### src/rtl/noc_flit_pkg.sv
// Flit format shared by the butterfly injectors, switches and benches.
// A flit is {type[1:0], body[15:0]}; an all-zero flit is NULL and terminates a packet.
package noc_flit_pkg;

  localparam int FLIT_W = 18;

  localparam logic [1:0] TYPE_HDR  = 2'b11;
  localparam logic [1:0] TYPE_PCK  = 2'b10;
  localparam logic [1:0] TYPE_NULL = 2'b00;

  typedef logic [FLIT_W-1:0] flit_t;

  localparam flit_t NULL_FLIT = '0;

  // Header body carries the route bits left-aligned; dest must arrive zero-extended.
  function automatic flit_t make_header(input logic [15:0] dest, input int dest_w);
    logic [15:0] body;
    body = dest << (16 - dest_w);
    return {TYPE_HDR, body};
  endfunction

  function automatic flit_t make_payload(input logic [15:0] word);
    return {TYPE_PCK, word};
  endfunction

endpackage

### src/rtl/flit_injector.sv
// Source end of a butterfly flit channel: turns a dest + word stream into
// HEADER, PAYLOAD... flits followed by a guaranteed run of NULL flits.
// Long messages are fragmented at MAX_WORDS; a stall mid-packet cuts the packet
// and the remainder is re-sent under a new header to the same destination.
module flit_injector
  import noc_flit_pkg::*;
#(
  parameter int DEST_W    = 2,
  parameter int MAX_WORDS = 8,
  parameter int MIN_GAP   = 1,
  parameter int CNT_W     = 16
) (
  input  logic              clk,
  input  logic              rst,
  input  logic              msg_valid,
  output logic              msg_ready,
  input  logic [DEST_W-1:0] msg_dest,
  input  logic [15:0]       msg_data,
  input  logic              msg_last,
  output logic [FLIT_W-1:0] out_flit,
  output logic              busy,
  output logic [CNT_W-1:0]  pkt_cnt,
  output logic [CNT_W-1:0]  underrun_cnt
);

  localparam int WC_W = $clog2(MAX_WORDS + 1);
  localparam int GC_W = $clog2(MIN_GAP + 1);

  // Counter values at which the current word / gap flit is the final one.
  localparam logic [WC_W-1:0] WLAST = WC_W'(MAX_WORDS - 1);
  localparam logic [GC_W-1:0] GLAST = GC_W'(MIN_GAP - 1);

  typedef enum logic [1:0] {
    ST_IDLE,
    ST_BODY,
    ST_GAP
  } state_t;

  state_t            state, state_n;
  logic              frag, frag_n;
  logic [DEST_W-1:0] dest_q, dest_n;
  logic [WC_W-1:0]   wcnt, wcnt_n;
  logic [GC_W-1:0]   gcnt, gcnt_n;
  flit_t             flit_n;
  logic              pkt_inc, und_inc;

  // Words are only accepted while a packet body is open.
  assign msg_ready = (state == ST_BODY);

  // Next-state and next-flit decode for the packet sequencer.
  always_comb begin
    // NOTE: every signal gets a default before the case so no path leaves one unassigned (no latches).
    state_n = state;
    frag_n  = frag;
    dest_n  = dest_q;
    wcnt_n  = wcnt;
    gcnt_n  = gcnt;
    flit_n  = NULL_FLIT;
    pkt_inc = 1'b0;
    und_inc = 1'b0;

    unique case (state)
      ST_IDLE: begin
        // The header costs a cycle of its own; no word is consumed here.
        if (msg_valid) begin
          flit_n  = make_header(16'(frag ? dest_q : msg_dest), DEST_W);
          if (!frag) dest_n = msg_dest;
          wcnt_n  = '0;
          pkt_inc = 1'b1;
          state_n = ST_BODY;
        end
      end

      ST_BODY: begin
        if (msg_valid) begin
          flit_n = make_payload(msg_data);
          wcnt_n = wcnt + 1'b1;
          if (msg_last) begin
            frag_n  = 1'b0;
            gcnt_n  = '0;
            state_n = ST_GAP;
          end else if (wcnt == WLAST) begin
            frag_n  = 1'b1;
            gcnt_n  = '0;
            state_n = ST_GAP;
          end
        end else begin
          // The NULL emitted for the stall is already the first gap flit, so with a
          // single-flit gap the next header may follow straight away.
          und_inc = 1'b1;
          frag_n  = 1'b1;
          gcnt_n  = GC_W'(1);
          state_n = (MIN_GAP == 1) ? ST_IDLE : ST_GAP;
        end
      end

      ST_GAP: begin
        gcnt_n = gcnt + 1'b1;
        if (gcnt == GLAST) state_n = ST_IDLE;
      end

      default: state_n = ST_IDLE;
    endcase
  end

  // Register state, flit, status and saturating counters.
  always_ff @(posedge clk or posedge rst) begin
    if (rst) begin
      state        <= ST_IDLE;
      frag         <= 1'b0;
      dest_q       <= '0;
      wcnt         <= '0;
      gcnt         <= '0;
      out_flit     <= NULL_FLIT;
      busy         <= 1'b0;
      pkt_cnt      <= '0;
      underrun_cnt <= '0;
    end else begin
      // NOTE: non-blocking assignments so every register samples pre-edge values.
      state    <= state_n;
      frag     <= frag_n;
      dest_q   <= dest_n;
      wcnt     <= wcnt_n;
      gcnt     <= gcnt_n;
      out_flit <= flit_n;
      busy     <= (state_n != ST_IDLE) || frag_n;
      if (pkt_inc && (pkt_cnt != '1)) pkt_cnt <= pkt_cnt + 1'b1;
      if (und_inc && (underrun_cnt != '1)) underrun_cnt <= underrun_cnt + 1'b1;
    end
  end

endmodule

### config.mk
export PLATFORM = sky130hd
export DESIGN_NAME = flit_injector
export DESIGN_NICKNAME = d
export VERILOG_FILES = /design/src/rtl/noc_flit_pkg.sv /design/src/rtl/flit_injector.sv
export SDC_FILE = /design/constraint.sdc
export NUM_CORES = 1
export LEC_CHECK = 0
export CELL_PAD_IN_SITES_DETAIL_PLACEMENT = 0
export CELL_PAD_IN_SITES_GLOBAL_PLACEMENT = 1
export CORE_UTILIZATION = 32
export DETAILED_ROUTE_END_ITERATION = 10
export PLACE_DENSITY = 0.7
export RECOVER_POWER = 100
export SKIP_CTS_REPAIR_TIMING = 1
export SYNTH_ARGS = -nofsm -noshare
export SYNTH_HDL_FRONTEND = slang
export SYNTH_SLANG_ARGS = --single-unit
### constraint.sdc
create_clock -name clk -period 2.6 [get_ports clk]
set_input_delay 0.78 -clock clk [delete_from_list [all_inputs] [get_ports clk]]
set_output_delay 0.78 -clock clk [all_outputs]
set_load 0.02 [all_outputs]
==> results of run 1 <==
## where the power goes
group          switching [mW]  leakage [nW]  internal [mW]
logic                   0.590         0.945          0.497
registers               0.190         0.809           1.16
clock network           0.360        0.0964          0.466
## layout make-up
cell class              instances  area share [%]
clock buffers                  12            3.86
inverters                       7           0.699
repair buffers                 91            22.1
flip-flops and latches         61            40.6
clock inverters                 4            1.26
multi-input cells             169            28.1
well taps                     102            3.39
## synth_stat cells, types with 4 or more instances
cell type | count | area share, %
xnor2_1 | 13 | 4.3
o21ai_0 | 13 | 2.5
nor3_1 | 4 | 0.76
and3_1 | 21 | 5.0
dfrtp_1 | 61 | 58
nand4_1 | 7 | 1.7
ha_1 | 7 | 3.3
mux2_2 | 4 | 1.7
nor2_1 | 20 | 2.8
nand3_1 | 7 | 1.3
a21oi_1 | 9 | 1.7
inv_1 | 7 | 1.0
a31oi_1 | 4 | 0.95
nand2_1 | 27 | 3.8
xor2_1 | 10 | 3.3
## logic make-up after synthesis
group,after synthesis,synth area share [%]
compound gates,33,7.58
buf+inv,11,1.66
fa+ha+maj,7,3.32
xor+xnor,23,7.63
mux,6,2.46
simple gates,100,19.5
flops,61,57.8
## cells in the final DEF (no fill, tap or decap), drive strengths merged, types with 4 or more instances in the layout
master / synthesis / final
dfrtp: 61 / 61
dlygate4sd3: 0 / 53
nand2: 27 / 27
clkbuf: 2 / 26
and3: 21 / 21
nor2: 21 / 21
clkdlybuf4s50: 0 / 20
o21ai: 13 / 13
xnor2: 13 / 13
xor2: 10 / 10
a21oi: 9 / 9
nand3: 8 / 8
nand4: 7 / 7
inv: 7 / 7
ha: 7 / 7
a31oi: 4 / 4
mux2: 4 / 4
nor3: 4 / 4
buf: 2 / 4
## flip-flops by register name (all words and copies together) (netlist names)
register / count
gcnt: 1
underrun_cnt: 16
busy: 1
frag: 1
pkt_cnt: 16
dest_q: 2
out_flit: 18
state: 2
wcnt: 4
## critical path: stages
cell           delay [ns]
dlygate4sd3_1        0.59
nand2b_2             0.21
or3_1                0.33
or4_1                0.47
nor2_2               0.12
xor2_1               0.15
## routing by layer
metal	GRT usage (%)	wire (um)	part of all wire (%)	up-vias
li1	-	-	-	1043
met1	19.1	2690	46	1007
met2	23.3	2840	49	36
met3	4.35	250	4.3	5
met4	5.77	59	1.0	0
met5	0	0	0	-
## how the worst max path moves through the flow
stage | from | endpoint | slack (ns) | cells after the start
after floorplan | rst | busy | 0.31 | 1
after global placement | msg_valid | underrun_cnt[15] | 0.05 | 6
after detailed placement | msg_valid | underrun_cnt[15] | 0.01 | 6
after CTS | state[1] | msg_ready | 0.18 | 3
after global routing | msg_valid | pkt_cnt[11] | 0.11 | 8
final | msg_valid | underrun_cnt[15] | 0.20 | 6
==> metrics.txt, run 1 <==
Hold Path Class=register to register; fmax=417 MHz; die extent in x=92.8 um; Sink Count=61; # Max-Cap Violations=0; Fill cells=781; TritonCTS clock tree=yes; Final Hold Viols=0; YS warnings=0; r2r startpoint=state[1]; critical path required time=2.85 ns; dpl cell area=3640 um2; port bufs=73; Clk Tree Root Cell=clkbuf_8; DR iter-0 viols=64; worst hold path startpoint=wcnt[3]; grt total ovfl=0; Antenna Nets Post-Route=0; worst slack, placed=0.00970 ns; pin count of the biggest net entering global routing=23; Post-Synthesis Cell Area=2640 um2; non-filler cells, final=446; reg2reg path depth=8; status=finished, final reports clean; RSZ-0062 raised after global routing=false; min setup slack post-route=0.201 ns; maximum VDD drop=0.393 mV; LEAKAGE=1.85 nW; CP arrival=2.65 ns; r2r endpoint=underrun_cnt[15]; Final Instance Area=3760 um2; number of synthesized flops with an enable pin=0; Final HPWL DP=4270 um; # IOs=74; Max Clock Skew=0.00918 ns; Syn-to-layout area delta=42.4%; area of the multi-input gates=1060 um2; Reg clk slew, reported paths=0.07 ns; initial antenna violation count=0; critical path startpoint category=primary input; first-pass GRT wire length=9840 um; DRC=0; clock latency on the worst-skew pair=0.33 ns; DP Cell Count=430; fin crit share=92.3%; die height=92.8 um; Row Count=32; total CTS buffers=9; FF/Latch Area=1530 um2; Slew @ Worst Pin=0.847 ns; mean post-synth cell area=11.0 um2; crit end category=register; Post-Route WL=5840 um; Seq/Total Area, Yosys=57.8%; Slew headroom=43.4%; Pwr Total=3.26 mW; Async S/R FF share, synth=100%; core area=7850 um2; ANT cells=0; worst-path maximum fanout=3; Initial Utilization=33.6%; H-tree levels=3; setup TNS=0 ns; Vias/cell=4.69; share of layout cells above drive strength 1=9.01%; Syn Nets=270; Final nets=368; DR WL/cell=13.1 um; CP Class=primary input to register; worst hold path endpoint=wcnt[3]; max-slew violations=0; hold_ws=0.488 ns; via count=2091; endpoints failing setup=0; Cells after Synth=241; ys flop type=dfrtp_1; P per Cell Area=868 nW/um2; reg2reg setup slack=0.47 ns; Util after Layout=47.9%; Tmin final=2.40 ns; Total GRT Usage=14.8%; vias in the first global route=2047; GP Congestion=0.741; clk buf depth=2; Yosys reg bits=61; Distinct cells, synth=37; full die area=8620 um2; Initial DRT Pass Iterations=4; Worst Hold Depth=1
Note: power is estimated with default switching activity, not from simulation.
==> run 2: changes to the inputs <==
- clock period: 2.6 -> 3 ns (I/O delays scaled with it)
==> run 2 against run 1 <==
Net effect:
- critical path depth shrank 3
- critical endpoint is now msg_ready
- via count shrank 2.4%
- critical path type is now register to primary output
- worst setup slack gained 0.21 ns
- largest power group unchanged
- core utilization shrank 0.18 points
- worst hold slack gained 0.0041 ns
- sequential cell count is the same
- global-route usage is essentially flat
- clock-buffer cell count grew 1
- register-to-register slack gained 0.34 ns
- sequential power shrank 13%
==> metrics.txt, run 2 (synthesized netlist as in run 1, its figures left out) <==
status=finished, final reports clean; critical path required time=2.10 ns; full die area=8620 um2; P per Cell Area=780 nW/um2; fmax=387 MHz; pin count of the biggest net entering global routing=44; Total GRT Usage=14.8%; Sink Count=61; dpl cell area=3550 um2; max-slew violations=0; clock latency on the worst-skew pair=0.34 ns; endpoints failing setup=0; total CTS buffers=9; Hold Path Class=register to register; vias in the first global route=2066; r2r startpoint=state[1]; CP Cell Sequence=inv_1 -> ha_1 -> dlygate4sd3_1; commonest non-fill, non-tap cell in the layout=dfrtp_1; # IOs=74; CP Class=register to primary output; Reg clk slew, reported paths=0.07 ns; reg2reg path depth=8; Antenna Nets Post-Route=0; grt total ovfl=0; ANT cells=0; H-tree levels=3; Worst Hold Depth=1; crit end category=primary output; share of layout cells above drive strength 1=6.89%; via count=2041; Max Clock Skew=0.00397 ns; Final nets=358; Final HPWL DP=4150 um; min setup slack post-route=0.416 ns; GP Congestion=0.745; worst hold path endpoint=wcnt[3]; LEAKAGE=1.84 nW; first-pass GRT wire length=9810 um; Slew headroom=45.8%; # Max-Cap Violations=0; initial antenna violation count=0; critical path startpoint category=register; fin crit share=86.1%; clk buf depth=2; die extent in x=92.8 um; Clk Tree Root Cell=clkbuf_8; number of flip-flops in the largest register=18; Util after Layout=47.7%; die height=92.8 um; maximum VDD drop=0.389 mV; Initial DRT Pass Iterations=4; TritonCTS clock tree=yes; RSZ-0062 raised after global routing=false; Post-Route WL=5790 um; worst hold path startpoint=wcnt[3]; critical path's slowest cell=dlygate4sd3_1; r2r endpoint=underrun_cnt[15]; Row Count=32; CP arrival=1.68 ns; Syn-to-layout area delta=41.9%; Vias/cell=4.68; setup TNS=0 ns; CP max stage delay=0.67 ns; Tmin final=2.58 ns; reg2reg setup slack=0.81 ns; Final Hold Viols=0; core area=7850 um2; DR iter-0 viols=54; Slew @ Worst Pin=0.812 ns; worst slack, placed=0.277 ns; DRC=0; most frequent cells in the layout=61 x dfrtp_1, 54 x dlygate4sd3_1, 27 x nand2_1; Largest regs=out_flit (18), pkt_cnt (16), underrun_cnt (16); Initial Utilization=33.6%; port bufs=73; Final Instance Area=3750 um2; DR WL/cell=13.3 um; Reg with most FFs=out_flit; worst-path maximum fanout=4
==> run 2: where the power goes <==
group | switching, mW | internal (mW) | total (mW)
clock | 0.322 | 0.514 | 0.836
sequential | 0.167 | 1.01 | 1.17
combinational | 0.496 | 0.417 | 0.914
total | 0.985 | 1.94 | 2.92
==> run 2: final cells by class <==
| class | instances | area (um2) |
|---|---|---|
| Clock buffer | 13 | 159 |
| Clock inverter | 3 | 67.6 |
| Fill cell | 761 | 4100 |
| Inverter | 7 | 26.3 |
| Multi-Input combinational cell | 169 | 1050 |
| Sequential cell | 61 | 1530 |
| Tap cell | 102 | 128 |
| Timing Repair Buffer | 81 | 788 |
==> run 2: layer usage <==
metal | track usage (%) | routed length [um] | vias up
li1 | - | - | 1021
met1 | 19.7 | 2800 | 971
met2 | 22.5 | 2670 | 39
met3 | 3.20 | 199 | 10
met4 | 8.08 | 126 | 0
met5 | 0 | 0 | -
==> run 2: per-stage QoR <==
stage / power (mW) / instances / hold slack, ns
after floorplan: 1.72 / 241 / 0.451
after global placement: 2.19 / 420 / 0.475
after detailed placement: 2.19 / 420 / 0.486
after CTS: 3.04 / 436 / 0.494
after global routing: 3.11 / 436 / 0.515
final: 2.92 / 436 / 0.492
==> run 2: worst max-delay path by stage <==
stage / cells after the start / slack (ns) / end / start
final: 3 / 0.42 / msg_ready / state[1]
after global routing: 8 / 0.33 / pkt_cnt[11] / msg_valid
after CTS: 3 / 0.45 / msg_ready / state[1]
after detailed placement: 7 / 0.28 / pkt_cnt[12] / msg_valid
after global placement: 7 / 0.33 / pkt_cnt[12] / msg_valid
after floorplan: 1 / 0.59 / busy / rst
==> run 2: critical path, delay by kind of cell, from the launching register on <==
kind                       cells  cell delay [ns]
DFF                            1             0.42
buffers and inverters          2             0.76
adders and majority gates      1             0.16
==> run 3: changes to the inputs <==
- CAP_MARGIN: unset -> 10
==> results of run 3 <==
No change in the layout: final DEF, timing and power equal those of run 2.
